--- config.mk ---
export PLATFORM = sky130hd
export DESIGN_NAME = syn_sram_arbiter_flat
export DESIGN_NICKNAME = d
export VERILOG_FILES = /design/src/rtl/syn_sram_arbiter_pkg.sv /design/src/rtl/syn_sram_arbiter_if.sv /design/src/rtl/syn_sram_arbiter.sv /design/src/flat_wrapper.sv
export SDC_FILE = /design/constraint.sdc
export NUM_CORES = 1
export LEC_CHECK = 0
export ABC_CLOCK_PERIOD_IN_PS = 2640
export CAP_MARGIN = 10
export CORE_MARGIN = 2
export CORE_UTILIZATION = 30
export DETAILED_ROUTE_END_ITERATION = 7
export SLEW_MARGIN = 10
export SYNTH_ARGS = -nofsm -noshare
export SYNTH_HDL_FRONTEND = slang
export SYNTH_SLANG_ARGS = --single-unit
--- constraint.sdc ---
create_clock -name clk_ir -period 2.64 [get_ports clk_ir]
set_input_delay 0.792 -clock clk_ir [delete_from_list [all_inputs] [get_ports clk_ir]]
set_output_delay 0.792 -clock clk_ir [all_outputs]
set_load 0.03 [all_outputs]
--- src/rtl/syn_sram_arbiter_pkg.sv ---
// -----------------------------------------------------------------------------
// syn_sram_arbiter_pkg
//
// Purpose:
//   Shared types and defaults for the external SRAM arbiter. The arbiter FSM
//   state and the agent identifiers live here so that the VGA line fetcher and
//   the testbench can use the same names.
//
// Contents:
//   C_*            default parameter values used by the interface and the top
//   sram_arb_fsm_t arbiter FSM state (IDLE, ACCESS, TURN)
//   sram_agent_t   access owner (AGENT_VGA = agent 0, AGENT_GPU = agent 1)
//   lane_n()       active-low byte-lane enables for one access
// -----------------------------------------------------------------------------
package syn_sram_arbiter_pkg;

    localparam int unsigned C_ADDR_W       = 18;
    localparam int unsigned C_DATA_W       = 16;
    localparam int unsigned C_ACC_CYCLES   = 2;
    localparam int unsigned C_MAX_HP_BURST = 4;

    typedef enum logic [1:0] {
        IDLE   = 2'd0,
        ACCESS = 2'd1,
        TURN   = 2'd2
    } sram_arb_fsm_t;

    typedef enum logic {
        AGENT_VGA = 1'b0,
        AGENT_GPU = 1'b1
    } sram_agent_t;

    // Reads always use both lanes; writes enable only the requested bytes.
    // Result is {ub_n, lb_n}.
    function automatic logic [1:0] lane_n(input logic i_wr, input logic [1:0] i_be);
        return i_wr ? ~i_be : 2'b00;
    endfunction

endpackage

--- src/rtl/syn_sram_arbiter_if.sv ---
// -----------------------------------------------------------------------------
// syn_sram_arbiter_if
//
// Purpose:
//   Bundles the two requester ports and the SRAM pin signals of the arbiter.
//
// Handshake (both agents):
//   A requester raises aN_req_i with its address (and, for agent 1, wr, wdata
//   and be) and holds all of them stable until the one-cycle aN_ack_o pulse.
//   The arbiter does not look at the request in the cycle after ack, so the
//   requester may drop it or present the next request from that cycle on.
//   Read data comes back later as a one-cycle aN_rd_valid_o pulse with
//   aN_rdata_o, which then holds until the next pulse. Writes return nothing.
//
// Modports:
//   slave  - the arbiter side (requests and SRAM read data in, rest out)
//   master - the environment side (requesters plus the SRAM device)
//
// Debug:
//   dbg_state_o exposes the arbiter FSM state.
// -----------------------------------------------------------------------------
interface syn_sram_arbiter_if
    import syn_sram_arbiter_pkg::*;
#(
    parameter int unsigned P_ADDR_W = C_ADDR_W,
    parameter int unsigned P_DATA_W = C_DATA_W
) ();

    // Agent 0: VGA line fetcher, read only
    logic                a0_req_i;
    logic [P_ADDR_W-1:0] a0_addr_i;
    logic                a0_ack_o;
    logic                a0_rd_valid_o;
    logic [P_DATA_W-1:0] a0_rdata_o;

    // Agent 1: pixel/GPU port, read and write
    logic                a1_req_i;
    logic                a1_wr_i;
    logic [P_ADDR_W-1:0] a1_addr_i;
    logic [P_DATA_W-1:0] a1_wdata_i;
    logic [1:0]          a1_be_i;
    logic                a1_ack_o;
    logic                a1_rd_valid_o;
    logic [P_DATA_W-1:0] a1_rdata_o;

    // SRAM pins
    logic [P_ADDR_W-1:0] sram_addr_o;
    logic [P_DATA_W-1:0] sram_do_o;
    logic [P_DATA_W-1:0] sram_di_i;
    logic                sram_ce_n_o;
    logic                sram_oe_n_o;
    logic                sram_we_n_o;
    logic                sram_lb_n_o;
    logic                sram_ub_n_o;

    // Debug
    sram_arb_fsm_t       dbg_state_o;

    modport slave (
        input  a0_req_i, a0_addr_i,
        output a0_ack_o, a0_rd_valid_o, a0_rdata_o,
        input  a1_req_i, a1_wr_i, a1_addr_i, a1_wdata_i, a1_be_i,
        output a1_ack_o, a1_rd_valid_o, a1_rdata_o,
        output sram_addr_o, sram_do_o,
        input  sram_di_i,
        output sram_ce_n_o, sram_oe_n_o, sram_we_n_o, sram_lb_n_o, sram_ub_n_o,
        output dbg_state_o
    );

    modport master (
        output a0_req_i, a0_addr_i,
        input  a0_ack_o, a0_rd_valid_o, a0_rdata_o,
        output a1_req_i, a1_wr_i, a1_addr_i, a1_wdata_i, a1_be_i,
        input  a1_ack_o, a1_rd_valid_o, a1_rdata_o,
        input  sram_addr_o, sram_do_o,
        output sram_di_i,
        input  sram_ce_n_o, sram_oe_n_o, sram_we_n_o, sram_lb_n_o, sram_ub_n_o,
        input  dbg_state_o
    );

endinterface

--- src/rtl/syn_sram_arbiter.sv ---
// -----------------------------------------------------------------------------
// syn_sram_arbiter
//
// Purpose:
//   Shares one external 16-bit asynchronous SRAM between the VGA line fetcher
//   (agent 0, read only, high priority) and the pixel/GPU port (agent 1, read
//   and write, low priority). Every access runs for P_ACC_CYCLES clocks, is
//   followed by at least one idle cycle with all controls deasserted, and a
//   write that follows a read gets one extra turnaround cycle. Agent 1 is
//   guaranteed a slot after P_MAX_HP_BURST consecutive agent-0 grants.
//
// Ports:
//   clk_ir  - cortex clock
//   rst_ih  - synchronous active-high reset
//   bus     - syn_sram_arbiter_if.slave: both requester ports, SRAM pins and
//             the FSM state debug output
//
// All outputs are registered.
// -----------------------------------------------------------------------------
module syn_sram_arbiter
    import syn_sram_arbiter_pkg::*;
#(
    parameter int unsigned P_ADDR_W       = C_ADDR_W,
    parameter int unsigned P_DATA_W       = C_DATA_W,
    parameter int unsigned P_ACC_CYCLES   = C_ACC_CYCLES,   // 1..7
    parameter int unsigned P_MAX_HP_BURST = C_MAX_HP_BURST
) (
    input  logic              clk_ir,
    input  logic              rst_ih,
    syn_sram_arbiter_if.slave bus
);

    localparam int unsigned LP_CNT_W = (P_MAX_HP_BURST < 1) ? 1 : $clog2(P_MAX_HP_BURST + 1);
    localparam int unsigned LP_ACC_W = 3;
    localparam logic [LP_CNT_W-1:0] LP_CNT_MAX  = LP_CNT_W'(P_MAX_HP_BURST);
    localparam logic [LP_ACC_W-1:0] LP_ACC_LAST = LP_ACC_W'(P_ACC_CYCLES - 1);

    // -------------------------------------------------------------------------
    // State and output registers
    // -------------------------------------------------------------------------
    sram_arb_fsm_t       r_state;
    sram_agent_t         r_owner;      // agent that owns the current access
    logic                r_is_wr;      // current access is a write
    logic                r_last_rd;    // most recent access was a read
    logic [LP_ACC_W-1:0] r_acc_cnt;    // ACCESS cycles left after this one
    logic [LP_CNT_W-1:0] r_starve;     // agent-0 grants while agent 1 waits

    logic                r_a0_ack;
    logic                r_a0_rd_valid;
    logic [P_DATA_W-1:0] r_a0_rdata;
    logic                r_a1_ack;
    logic                r_a1_rd_valid;
    logic [P_DATA_W-1:0] r_a1_rdata;

    logic [P_ADDR_W-1:0] r_sram_addr;
    logic [P_DATA_W-1:0] r_sram_do;
    logic                r_sram_ce_n;
    logic                r_sram_oe_n;
    logic                r_sram_we_n;
    logic                r_sram_lb_n;
    logic                r_sram_ub_n;

    // -------------------------------------------------------------------------
    // Arbitration
    // -------------------------------------------------------------------------
    logic                w_starved;
    logic                w_a1_win;
    logic                w_any_req;
    logic                w_need_turn;
    logic                w_go_access;
    sram_agent_t         w_sel_agent;
    logic                w_sel_wr;
    logic [P_ADDR_W-1:0] w_sel_addr;
    logic [1:0]          w_sel_lanes_n;

    // Agent 1 only overrides agent 0 once the burst allowance is used up.
    assign w_starved   = bus.a1_req_i && (r_starve == LP_CNT_MAX);
    assign w_a1_win    = bus.a1_req_i && (!bus.a0_req_i || w_starved);
    assign w_any_req   = bus.a0_req_i || bus.a1_req_i;
    // Give the data bus one cycle to settle before driving it after a read.
    assign w_need_turn = w_a1_win && bus.a1_wr_i && r_last_rd;

    // TURN is only ever entered for an agent-1 write, whose fields the
    // requester keeps stable until ack, so they are taken from the port here.
    assign w_go_access = (r_state == TURN) ||
                         ((r_state == IDLE) && w_any_req && !w_need_turn);

    assign w_sel_agent   = ((r_state == TURN) || w_a1_win) ? AGENT_GPU : AGENT_VGA;
    assign w_sel_wr      = (w_sel_agent == AGENT_GPU) && bus.a1_wr_i;
    assign w_sel_addr    = (w_sel_agent == AGENT_GPU) ? bus.a1_addr_i : bus.a0_addr_i;
    assign w_sel_lanes_n = (w_sel_agent == AGENT_GPU) ? lane_n(bus.a1_wr_i, bus.a1_be_i)
                                                      : 2'b00;

    // -------------------------------------------------------------------------
    // FSM with registered outputs
    // -------------------------------------------------------------------------
    always_ff @(posedge clk_ir) begin
        if (rst_ih) begin
            r_state       <= IDLE;
            r_owner       <= AGENT_VGA;
            r_is_wr       <= 1'b0;
            r_last_rd     <= 1'b0;
            r_acc_cnt     <= '0;
            r_starve      <= '0;
            r_a0_ack      <= 1'b0;
            r_a0_rd_valid <= 1'b0;
            r_a0_rdata    <= '0;
            r_a1_ack      <= 1'b0;
            r_a1_rd_valid <= 1'b0;
            r_a1_rdata    <= '0;
            r_sram_addr   <= '0;
            r_sram_do     <= '0;
            r_sram_ce_n   <= 1'b1;
            r_sram_oe_n   <= 1'b1;
            r_sram_we_n   <= 1'b1;
            r_sram_lb_n   <= 1'b1;
            r_sram_ub_n   <= 1'b1;
        end else begin
            // Acks and read-valids are single-cycle pulses.
            r_a0_ack      <= 1'b0;
            r_a1_ack      <= 1'b0;
            r_a0_rd_valid <= 1'b0;
            r_a1_rd_valid <= 1'b0;

            unique case (r_state)
                IDLE: begin
                    if (w_any_req) begin
                        r_state <= w_need_turn ? TURN : ACCESS;
                    end
                end

                TURN: begin
                    // Controls are already deasserted from the IDLE cycle.
                    r_state <= ACCESS;
                end

                ACCESS: begin
                    if (r_acc_cnt == '0) begin
                        // Release the controls; address and data stay put for
                        // one more cycle, which is the write hold time.
                        r_state     <= IDLE;
                        r_sram_ce_n <= 1'b1;
                        r_sram_oe_n <= 1'b1;
                        r_sram_we_n <= 1'b1;
                        r_sram_lb_n <= 1'b1;
                        r_sram_ub_n <= 1'b1;
                        if (!r_is_wr) begin
                            if (r_owner == AGENT_VGA) begin
                                r_a0_rd_valid <= 1'b1;
                                r_a0_rdata    <= bus.sram_di_i;
                            end else begin
                                r_a1_rd_valid <= 1'b1;
                                r_a1_rdata    <= bus.sram_di_i;
                            end
                        end
                    end else begin
                        r_acc_cnt <= r_acc_cnt - LP_ACC_W'(1);
                    end
                end

                default: begin
                    r_state <= IDLE;
                end
            endcase

            // Start of an access: ack the winner and drive the SRAM.
            if (w_go_access) begin
                r_a0_ack    <= (w_sel_agent == AGENT_VGA);
                r_a1_ack    <= (w_sel_agent == AGENT_GPU);
                r_owner     <= w_sel_agent;
                r_is_wr     <= w_sel_wr;
                r_last_rd   <= !w_sel_wr;
                r_acc_cnt   <= LP_ACC_LAST;
                r_sram_addr <= w_sel_addr;
                if (w_sel_wr) begin
                    r_sram_do <= bus.a1_wdata_i;
                end
                r_sram_ce_n <= 1'b0;
                r_sram_oe_n <= w_sel_wr;
                r_sram_we_n <= !w_sel_wr;
                r_sram_ub_n <= w_sel_lanes_n[1];
                r_sram_lb_n <= w_sel_lanes_n[0];
            end

            // Starvation counter: cleared whenever agent 1 is not waiting,
            // otherwise it counts agent-0 wins up to the burst limit.
            if (!bus.a1_req_i) begin
                r_starve <= '0;
            end else if (r_state == IDLE) begin
                if (w_a1_win) begin
                    r_starve <= '0;
                end else if (bus.a0_req_i && (r_starve != LP_CNT_MAX)) begin
                    r_starve <= r_starve + LP_CNT_W'(1);
                end
            end
        end
    end

    // -------------------------------------------------------------------------
    // Outputs
    // -------------------------------------------------------------------------
    assign bus.a0_ack_o      = r_a0_ack;
    assign bus.a0_rd_valid_o = r_a0_rd_valid;
    assign bus.a0_rdata_o    = r_a0_rdata;
    assign bus.a1_ack_o      = r_a1_ack;
    assign bus.a1_rd_valid_o = r_a1_rd_valid;
    assign bus.a1_rdata_o    = r_a1_rdata;
    assign bus.sram_addr_o   = r_sram_addr;
    assign bus.sram_do_o     = r_sram_do;
    assign bus.sram_ce_n_o   = r_sram_ce_n;
    assign bus.sram_oe_n_o   = r_sram_oe_n;
    assign bus.sram_we_n_o   = r_sram_we_n;
    assign bus.sram_lb_n_o   = r_sram_lb_n;
    assign bus.sram_ub_n_o   = r_sram_ub_n;
    assign bus.dbg_state_o   = r_state;

endmodule

--- src/flat_wrapper.sv ---
// flat-port wrapper written by rule: the top's interface ports become plain ports
module syn_sram_arbiter_flat import syn_sram_arbiter_pkg::*;
#(
    parameter int unsigned P_ADDR_W       = C_ADDR_W,
    parameter int unsigned P_DATA_W       = C_DATA_W,
    parameter int unsigned P_ACC_CYCLES   = C_ACC_CYCLES,          
    parameter int unsigned P_MAX_HP_BURST = C_MAX_HP_BURST
)
  (clk_ir, rst_ih, bus_a0_req_i, bus_a0_addr_i, bus_a0_ack_o, bus_a0_rd_valid_o, bus_a0_rdata_o, bus_a1_req_i, bus_a1_wr_i, bus_a1_addr_i, bus_a1_wdata_i, bus_a1_be_i, bus_a1_ack_o, bus_a1_rd_valid_o, bus_a1_rdata_o, bus_sram_addr_o, bus_sram_do_o, bus_sram_di_i, bus_sram_ce_n_o, bus_sram_oe_n_o, bus_sram_we_n_o, bus_sram_lb_n_o, bus_sram_ub_n_o, bus_dbg_state_o);
  syn_sram_arbiter_if #(.P_ADDR_W(P_ADDR_W), .P_DATA_W(P_DATA_W)) bus_i ();
  input  logic clk_ir;
  input  logic rst_ih;
  input wire logic [$bits(bus_i.a0_req_i)-1:0] bus_a0_req_i;
  input wire logic [$bits(bus_i.a0_addr_i)-1:0] bus_a0_addr_i;
  output wire logic [$bits(bus_i.a0_ack_o)-1:0] bus_a0_ack_o;
  output wire logic [$bits(bus_i.a0_rd_valid_o)-1:0] bus_a0_rd_valid_o;
  output wire logic [$bits(bus_i.a0_rdata_o)-1:0] bus_a0_rdata_o;
  input wire logic [$bits(bus_i.a1_req_i)-1:0] bus_a1_req_i;
  input wire logic [$bits(bus_i.a1_wr_i)-1:0] bus_a1_wr_i;
  input wire logic [$bits(bus_i.a1_addr_i)-1:0] bus_a1_addr_i;
  input wire logic [$bits(bus_i.a1_wdata_i)-1:0] bus_a1_wdata_i;
  input wire logic [$bits(bus_i.a1_be_i)-1:0] bus_a1_be_i;
  output wire logic [$bits(bus_i.a1_ack_o)-1:0] bus_a1_ack_o;
  output wire logic [$bits(bus_i.a1_rd_valid_o)-1:0] bus_a1_rd_valid_o;
  output wire logic [$bits(bus_i.a1_rdata_o)-1:0] bus_a1_rdata_o;
  output wire logic [$bits(bus_i.sram_addr_o)-1:0] bus_sram_addr_o;
  output wire logic [$bits(bus_i.sram_do_o)-1:0] bus_sram_do_o;
  input wire logic [$bits(bus_i.sram_di_i)-1:0] bus_sram_di_i;
  output wire logic [$bits(bus_i.sram_ce_n_o)-1:0] bus_sram_ce_n_o;
  output wire logic [$bits(bus_i.sram_oe_n_o)-1:0] bus_sram_oe_n_o;
  output wire logic [$bits(bus_i.sram_we_n_o)-1:0] bus_sram_we_n_o;
  output wire logic [$bits(bus_i.sram_lb_n_o)-1:0] bus_sram_lb_n_o;
  output wire logic [$bits(bus_i.sram_ub_n_o)-1:0] bus_sram_ub_n_o;
  output wire logic [$bits(bus_i.dbg_state_o)-1:0] bus_dbg_state_o;
  assign bus_i.a0_req_i = bus_a0_req_i;
  assign bus_i.a0_addr_i = bus_a0_addr_i;
  assign bus_a0_ack_o = bus_i.a0_ack_o;
  assign bus_a0_rd_valid_o = bus_i.a0_rd_valid_o;
  assign bus_a0_rdata_o = bus_i.a0_rdata_o;
  assign bus_i.a1_req_i = bus_a1_req_i;
  assign bus_i.a1_wr_i = bus_a1_wr_i;
  assign bus_i.a1_addr_i = bus_a1_addr_i;
  assign bus_i.a1_wdata_i = bus_a1_wdata_i;
  assign bus_i.a1_be_i = bus_a1_be_i;
  assign bus_a1_ack_o = bus_i.a1_ack_o;
  assign bus_a1_rd_valid_o = bus_i.a1_rd_valid_o;
  assign bus_a1_rdata_o = bus_i.a1_rdata_o;
  assign bus_sram_addr_o = bus_i.sram_addr_o;
  assign bus_sram_do_o = bus_i.sram_do_o;
  assign bus_i.sram_di_i = bus_sram_di_i;
  assign bus_sram_ce_n_o = bus_i.sram_ce_n_o;
  assign bus_sram_oe_n_o = bus_i.sram_oe_n_o;
  assign bus_sram_we_n_o = bus_i.sram_we_n_o;
  assign bus_sram_lb_n_o = bus_i.sram_lb_n_o;
  assign bus_sram_ub_n_o = bus_i.sram_ub_n_o;
  assign bus_dbg_state_o = bus_i.dbg_state_o;
  syn_sram_arbiter #(.P_ADDR_W(P_ADDR_W), .P_DATA_W(P_DATA_W), .P_ACC_CYCLES(P_ACC_CYCLES), .P_MAX_HP_BURST(P_MAX_HP_BURST)) u_core (.clk_ir(clk_ir), .rst_ih(rst_ih), .bus(bus_i));
endmodule
# == After elaboration in Yosys (flattened, before gate mapping) ==
# Index checks and enable logic that the tools add are counted.
# Widths: inputs -> output; s select.
# word_totals
output_inout_bits,77
input_bits,75
register_bits,86
# op_classes
add_sub_neg,2
n_eq_ne,7
n_reduce_logical,32
mux,22
n_bitwise,8
# ops
cell,count
$mux 18,1
$mux 1,13
$reduce_and 2->1,6
$mux 2,5
$logic_and 1x1->1,8
$reduce_and 4->1,2
$not 1->1,7
$mux 3,2
$ne 2x1->1 const B,3
$pmux 2 s3,1
$reduce_bool 2->1,3
$reduce_or 2->1,3
$logic_or 1x1->1,4
$reduce_or 4->1,1
$add 3x1->3 const B,1
$eq 3x3->1 const B,1
$logic_not 1->1,3
$logic_not 3->1,1
$ne 3x3->1 const B,1
$sub 3x1->3 const B,1
$eq 2x1->1 const B,1
$eq 2x2->1 const B,1
$logic_not 2->1,1
$not 2->2,1

# == Longest topological paths before layout ==
# Gate-level depths: netlist of the first run.
# logic_depth
ltp_word,11
mapped_depth,9
ltp_nobuf,6

# == Worst setup path after synthesis of the first run ==
# Ideal clock, no wire load.
# synth_timing
kind,input -> register
from,input bus_a0_req_i
to,register u_core.r_sram_do[0] (netlist: u_core.bus.sram_do_o[0])
required_time_ns,2.524
setup_slack_ns,0.535
arrival_time_ns,1.989
setup_time_ns,0.116
stages,7
cell_sequence,a21bo_2 > a21o_1 > buf_2 > and3_1 > buf_6 > buf_6 > a31o_1
# synth_via
elab_chain_cells,9
elab_cells_between_ends,14
# synth_lines
element,line,rtl
from (decl),flat_wrapper.sv:13,input wire logic [$bits(bus_i.a0_req_i)-1:0] bus_a0_req_i;
$logic_not 1->1,syn_sram_arbiter.sv:78,assign w_a1_win = bus.a1_req_i && (!bus.a0_req_i || w_starved);
$logic_or 1x1->1,syn_sram_arbiter.sv:78,
$logic_and 1x1->1,syn_sram_arbiter.sv:78,
$logic_and 1x1->1 (2 in a row),syn_sram_arbiter.sv:81,assign w_need_turn = w_a1_win && bus.a1_wr_i && r_last_rd;
$logic_not 1->1,syn_sram_arbiter.sv:86,((r_state == IDLE) && w_any_req && !w_need_turn);
$logic_and 1x1->1,syn_sram_arbiter.sv:86,
$logic_or 1x1->1,syn_sram_arbiter.sv:85,assign w_go_access = (r_state == TURN) ||
$reduce_and 2->1 (no source line) *,--,
to (signal assigned),syn_sram_arbiter.sv:176,r_sram_do <= bus.a1_wdata_i;
to (decl),syn_sram_arbiter.sv:56,logic [P_DATA_W-1:0] r_sram_do;
# Every way passes the cells marked *; elsewhere a longest branch is shown, timed or not.
# A chain may end at the register's enable or synchronous reset.

# == Final worst setup path of the first run ==
# layout_timing
from,register u_core.r_state[0] (netlist: u_core.bus.dbg_state_o[0])
to,output bus_dbg_state_o[0]
# layout_rtl
element,line,rtl
from (decl),syn_sram_arbiter.sv:41,sram_arb_fsm_t r_state;
from (signal assigned),syn_sram_arbiter.sv:128,r_state <= w_need_turn ? TURN : ACCESS;
to (decl),flat_wrapper.sv:34,output wire logic [$bits(bus_i.dbg_state_o)-1:0] bus_dbg_state_o;
# No word-level cell between the ends.

==> results of run 1 <==
-- power groups by stage --
| stage | Combinational [mW] | Sequential, mW | Clock [mW] |
|---|---|---|---|
| 2_1_floorplan | 0.240 | 1.59 | 0 |
| 3_3_place_gp | 0.716 | 1.46 | 0 |
| 3_5_place_dp | 0.722 | 1.46 | 0 |
| 4_1_cts | 0.726 | 1.43 | 1.24 |
| 5_1_grt | 0.770 | 1.44 | 1.29 |
| 6_report | 0.719 | 1.43 | 1.20 |
-- cells by family after synthesis --
| logic type | Yosys count |
|---|---|
| AND/OR/NAND/NOR | 120 |
| AO/OA/AOI/OAI | 106 |
| flip-flops | 86 |
| buffers and inverters | 55 |
| multiplexers | 16 |
| adder cells (fa/ha/maj) | 4 |
| XOR/XNOR | 2 |
-- cell usage after synthesis, types with 3 or more instances --
cell type	n
a21oi_1	24
a311oi_1	17
a31o_1	8
a31o_2	8
a31oi_1	18
buf_2	8
buf_6	3
clkbuf_1	18
dfxtp_1	86
ha_1	4
inv_1	21
mux2i_1	16
nand2_1	73
nand3_1	3
nor2_1	25
nor3_1	5
o21ai_0	23
-- path summary, 6_finish.rpt --
check / cells after the start / from / slack (ps) / to
max reg2reg: 5 / u_core.bus.dbg_state_o[0] / 660 / u_core.bus.a0_rdata_o[3]
max: 1 / u_core.bus.dbg_state_o[0] / 220 / bus_dbg_state_o[0]
min: 2 / u_core.bus.a1_rdata_o[7] / 460 / u_core.bus.a1_rdata_o[7]
min reg2reg: 2 / u_core.bus.a1_rdata_o[7] / 460 / u_core.bus.a1_rdata_o[7]
-- cell type report --
cell class / count / area [um^2] / share of cell area (%)
flip-flops and latches: 86 / 1722 / 31.90
repair buffers: 166 / 1657 / 30.70
multi-input cells: 248 / 1480 / 27.43
clock buffers: 9 / 225.2 / 4.173
well taps: 143 / 178.9 / 3.316
inverters: 21 / 78.83 / 1.461
clock inverters: 7 / 55.05 / 1.020
-- metal layers --
metal | vias to the layer above | global-route usage (%) | wire [um]
met3 | 15 | 4.757 | 592
li1 | 1643 | - | -
met4 | 0 | 6.091 | 219
met2 | 89 | 26.87 | 4631
met1 | 1491 | 18.94 | 4428
met5 | - | 0 | 0
-- sequential cells by signal, summed over array words and instances (netlist names) --
signal / flops
u_core.bus.sram_addr_o: 18
u_core.bus.a0_rdata_o: 16
u_core.bus.a1_rdata_o: 16
u_core.bus.sram_do_o: 16
u_core.r_acc_cnt: 3
u_core.r_starve: 3
u_core.bus.dbg_state_o: 2
u_core.bus.a0_ack_o: 1
u_core.bus.a0_rd_valid_o: 1
u_core.bus.a1_ack_o: 1
u_core.bus.a1_rd_valid_o: 1
u_core.bus.sram_ce_n_o: 1
u_core.bus.sram_lb_n_o: 1
u_core.bus.sram_oe_n_o: 1
u_core.bus.sram_ub_n_o: 1
u_core.bus.sram_we_n_o: 1
u_core.r_is_wr: 1
u_core.r_last_rd: 1
u_core.r_owner: 1
-- stage by stage --
stage	instance area, um^2	worst slack, ps	std cells	power [mW]
floorplan	3440	535.2	389	1.834
global placement	5116	95.30	664	2.172
detailed placement	5116	13.51	664	2.180
CTS	5396	206.0	680	3.393
global route	5396	167.5	680	3.501
finish	5396	221.2	680	3.346
==> metrics.cfg, run 1 <==
[floorplanning]
design.die.area_um2=12340
start_util_pct=30.38
core_area_um2=11320
rows=39
num_io_pins=152
die_h_um=111.1
fp.dieW_um=111.1

[timing]
clock_skew_ps=7.347
rsz0062_at_grt=false
tightestPinTransition_ps=580.1
timing.setup.tns_ps=0
fmax_mhz=413.4
hold_viol_final=0
fin_crit_sh_pct=91.62
finalSetupViolations=0
drv_slew=0
fin_crit_ps=2419
relSlewSlack_pct=61.32
hold_ws_ps=456.7

[logic_synthesis]
syn_inst=389
syn_nets=468
synth-seq-cells=86
synth_compound_gate_area_share_pct=20.81
synthFlopType=dfxtp_1
synth-simple-area-share_pct=15.31
synth_area_leaders=dfxtp_1 (50%), nand2_1 (8.0%), mux2i_1 (4.7%), a311oi_1 (4.3%), a21oi_1 (3.5%)
postSynthAreaPerCell_um2=8.842
synthXorXnorAreaFrac_pct=0.5093
synth_area_um2=3440
synth_async_sr_flop_share_pct=0
synth_edf_count=0
synth_top_family_by_area=compound AO/OA/AOI/OAI gates
synthMuxAreaShare_pct=4.656
synth_top_cell_area_share_pct=50.05
synth_warnings=0
synth_top_area_cell=dfxtp_1
synthDistinctLibCells=41
synthAdderAreaFrac_pct=1.455
ys_seq_area_share_pct=50.05

[critical_path]
critical_path_peak_fanout=11
cp-end-kind=output port
arrival_ps=1630
critPathTopFamily=buffers and inverters
path_class=flip-flop to output port
required_ps=1850
worst-path-buf-inv=1
slowest_stage=clkdlybuf4s50_1
start_kind=flip-flop
max_stage_delay_ps=740
crit_chain=clkdlybuf4s50_1

[pwr]
p_leak_nw=1.954
internal_power_mw=2.361
ir_drop_mv=0.3482
p_sw_mw=0.9853
pwr-share-comb_pct=21.5
pwr-share-seq_pct=42.7
clock_power_share_pct=35.8
p_per_area_nw_per_um2=620.1
switching_share_pct=29.44

[finish]
fillCellCount=1115
drive_gt1_share_pct=8.566
layout_common_cells=clkdlybuf4s50_1 (150), dfxtp_1 (86), nand2_1 (73)
nets=611
post-route-util_pct=47.67
antenna_cells=0
area_growth_pct=56.89
final_common_cell=clkdlybuf4s50_1

[detailed_routing]
wl_um=9871
first_iter_violations=163
first_pass_iters=4
vias=3238
drcViolationCount=0
ant_nets=0
vias_per_cell=4.762
wire_per_inst_um=14.52

[placement]
hpwlAfterDp_um=6924
gp_congestion=0.7541
port_buffers=151

[global_route]
antenna_found_initial=0
grt_overflow=0
grt_max_degree=57
grt_pass1_vias=3297
grt_usage_pct=15.86
grt_pass1_wl_um=16040

[clock_network]
cts.repair.resized=0
cts_made_buffers=9
cts.sinks=86
clock_latency_ps=330
htreeDepth=3
ctsHoldBuffers=0
clk_pin_slew_ps=60
post_cts_buffers=0
cts-root-buf=clkbuf_16
max-clock-path-buffers=2
cts_tree=built

[run]
drv_cap=0

[worst_hold_path]
hold_class=flip-flop to flip-flop

[status]
status=finished, final reports clean

Note: power is estimated with default switching activity, not from simulation.
==> run 2, diff against run 1 <==
--- a/config.mk
+++ b/config.mk
@@ -8,8 +8,9 @@
 export ABC_CLOCK_PERIOD_IN_PS = 2640
 export CAP_MARGIN = 10
 export CORE_MARGIN = 2
-export CORE_UTILIZATION = 30
+export CORE_UTILIZATION = 42
 export DETAILED_ROUTE_END_ITERATION = 7
+export PLACE_DENSITY = 0.8
 export SLEW_MARGIN = 10
 export SYNTH_ARGS = -nofsm -noshare
 export SYNTH_HDL_FRONTEND = slang
==> run 2 against run 1 <==
Global-route usage is 6.3 points higher. Via count is 3.6% higher. Sequential power barely moved. Clock power fell by 20%. Die area is 28% lower. Routed wire length up 0.78%. Total power down 6.9%. Largest cell class unchanged. Largest power group unchanged.
==> metrics.cfg, run 2 (synthesis results as in run 1) <==
[finish]
fin_cells=640  ; was 680
largest_reg_flops=18  ; unchanged
fin_area_um2=5283  ; was 5396 um^2
fillCellCount=704  ; was 1115
antenna_cells=0  ; unchanged
layout_common_cells=clkdlybuf4s50_1 (150), dfxtp_1 (86), nand2_1 (73)  ; unchanged
drive_gt1_share_pct=8.224  ; was 8.566%
area_growth_pct=53.58  ; was 56.89%
nets=609  ; was 611
final_common_cell=clkdlybuf4s50_1  ; unchanged

[timing]
relSlewSlack_pct=59.49  ; was 61.32%
rsz0062_at_grt=false  ; unchanged
hold_viol_final=0  ; unchanged
fin_crit_ps=2438  ; was 2419 ps
fmax_mhz=410.2  ; was 413.4 MHz
worst_slack_ps=202.2  ; was 221.2 ps
fin_crit_sh_pct=92.34  ; was 91.62%
drv_slew=0  ; unchanged
clock_skew_ps=14.19  ; was 7.347 ps
hold_ws_ps=462.5  ; was 456.7 ps
finalSetupViolations=0  ; unchanged
tightestPinTransition_ps=607.6  ; was 580.1 ps

[detailed_routing]
wire_per_inst_um=15.54  ; was 14.52 um
ant_nets=0  ; unchanged
drcViolationCount=0  ; unchanged
vias_per_cell=5.241  ; was 4.762
first_iter_violations=164  ; was 163
first_pass_iters=4  ; unchanged
vias=3354  ; was 3238
wl_um=9948  ; was 9871 um

[global_route]
grt_pass1_vias=3254  ; was 3297
grt_usage_pct=22.11  ; was 15.86%
grt_pass1_wl_um=15570  ; was 16040 um
antenna_found_initial=0  ; unchanged
grt_max_degree=57  ; unchanged
grt_overflow=0  ; unchanged

[floorplanning]
start_util_pct=42.50  ; was 30.38%
rows=33  ; was 39
num_io_pins=152  ; unchanged
die_h_um=94.50  ; was 111.1 um
fp.dieW_um=94.50  ; was 111.1 um
core_area_um2=8093  ; was 11320 um^2
design.die.area_um2=8929  ; was 12340 um^2

[clock_network]
cts_tree=built  ; unchanged
ctsHoldBuffers=0  ; unchanged
max-clock-path-buffers=2  ; unchanged
cts.repair.resized=0  ; unchanged
clock_latency_ps=350  ; was 330 ps
clk_pin_slew_ps=90  ; was 60 ps
cts-root-buf=clkbuf_8  ; was clkbuf_16
cts.sinks=86  ; unchanged
post_cts_buffers=0  ; unchanged
htreeDepth=3  ; unchanged
cts_made_buffers=9  ; unchanged

[critical_path]
crit_chain=clkdlybuf4s50_1  ; unchanged
arrival_ps=1650  ; was 1630 ps
max_stage_delay_ps=750  ; was 740 ps
start_kind=flip-flop  ; unchanged
critPathTopFamily=buffers and inverters  ; unchanged
required_ps=1850  ; about the same
slowest_stage=clkdlybuf4s50_1  ; unchanged
worst-path-buf-inv=1  ; unchanged
path_class=flip-flop to output port  ; unchanged
cp-end-kind=output port  ; unchanged
critical_path_peak_fanout=11  ; unchanged

[placement]
port_buffers=151  ; unchanged
hpwlAfterDp_um=6928  ; was 6924 um
dpl_cell_area_um2=5079  ; was 5116 um^2
place_inst=624  ; was 664
gp_congestion=0.7737  ; was 0.7541
dp_slack_ps=-17.64  ; was 13.51 ps

[run]
drv_cap=0  ; unchanged

[pwr]
p_leak_nw=1.921  ; was 1.954 nW
ir_drop_mv=0.2571  ; was 0.3482 mV
p_per_area_nw_per_um2=589.7  ; was 620.1 nW/um^2

[status]
status=finished, final reports clean  ; unchanged

[worst_hold_path]
hold_class=flip-flop to flip-flop  ; unchanged

run 2: cell types whose count changed in the layout (fill, tap and decap cells not counted):
cell	change
inv_6	-1
clkbuf_16	-9
buf_12	+2
buf_4	-4
inv_8	+1
bufinv_16	+1
clkinvlp_4	-1
clkbuf_8	+9
run 2: metrics by stage:
step | utilization (%) | TNS (ps) | power, mW
CTS | 65.28 | 0 | 3.131
global placement | 62.76 | 0 | 2.166
floorplan | - | 0 | 1.834
global route | 65.28 | 0 | 3.241
finish | 65.28 | 0 | 3.115
detailed placement | 62.76 | -17.64 | 2.180
run 2: area by class of cell:
class | count | area [um^2] | area share [%]
clock buffers | 9 | 123.9 | 2.345
clock inverters | 7 | 80.08 | 1.516
inverters | 21 | 78.83 | 1.492
multi-input cells | 248 | 1480 | 28.02
flip-flops and latches | 86 | 1722 | 32.59
well taps | 105 | 131.4 | 2.487
repair buffers | 164 | 1667 | 31.55
run 2: where the power goes:
| part | internal [mW] | switching (mW) |
|---|---|---|
| Combinational | 0.337 | 0.390 |
| Clock | 0.451 | 0.508 |
| Sequential | 1.38 | 0.0495 |
| Total | 2.17 | 0.947 |
run 2: final timing paths:
kind / from / endpoint / slack [ps] / cells past startpoint
max: u_core.bus.dbg_state_o[0] / bus_dbg_state_o[0] / 200 / 1
min: u_core.bus.a1_rdata_o[1] / u_core.bus.a1_rdata_o[1] / 460 / 2
max reg2reg: u_core.r_acc_cnt[0] / u_core.bus.a0_rdata_o[4] / 650 / 7
min reg2reg: u_core.bus.a1_rdata_o[1] / u_core.bus.a1_rdata_o[1] / 460 / 2
run 2: routing by layer:
layer | routed length (um) | up-vias | GRT usage [%]
li1 | - | 1637 | -
met1 | 4039 | 1587 | 26.29
met5 | 0 | - | 0
met2 | 5100 | 112 | 38.63
met3 | 587 | 18 | 5.986
met4 | 221 | 0 | 7.367
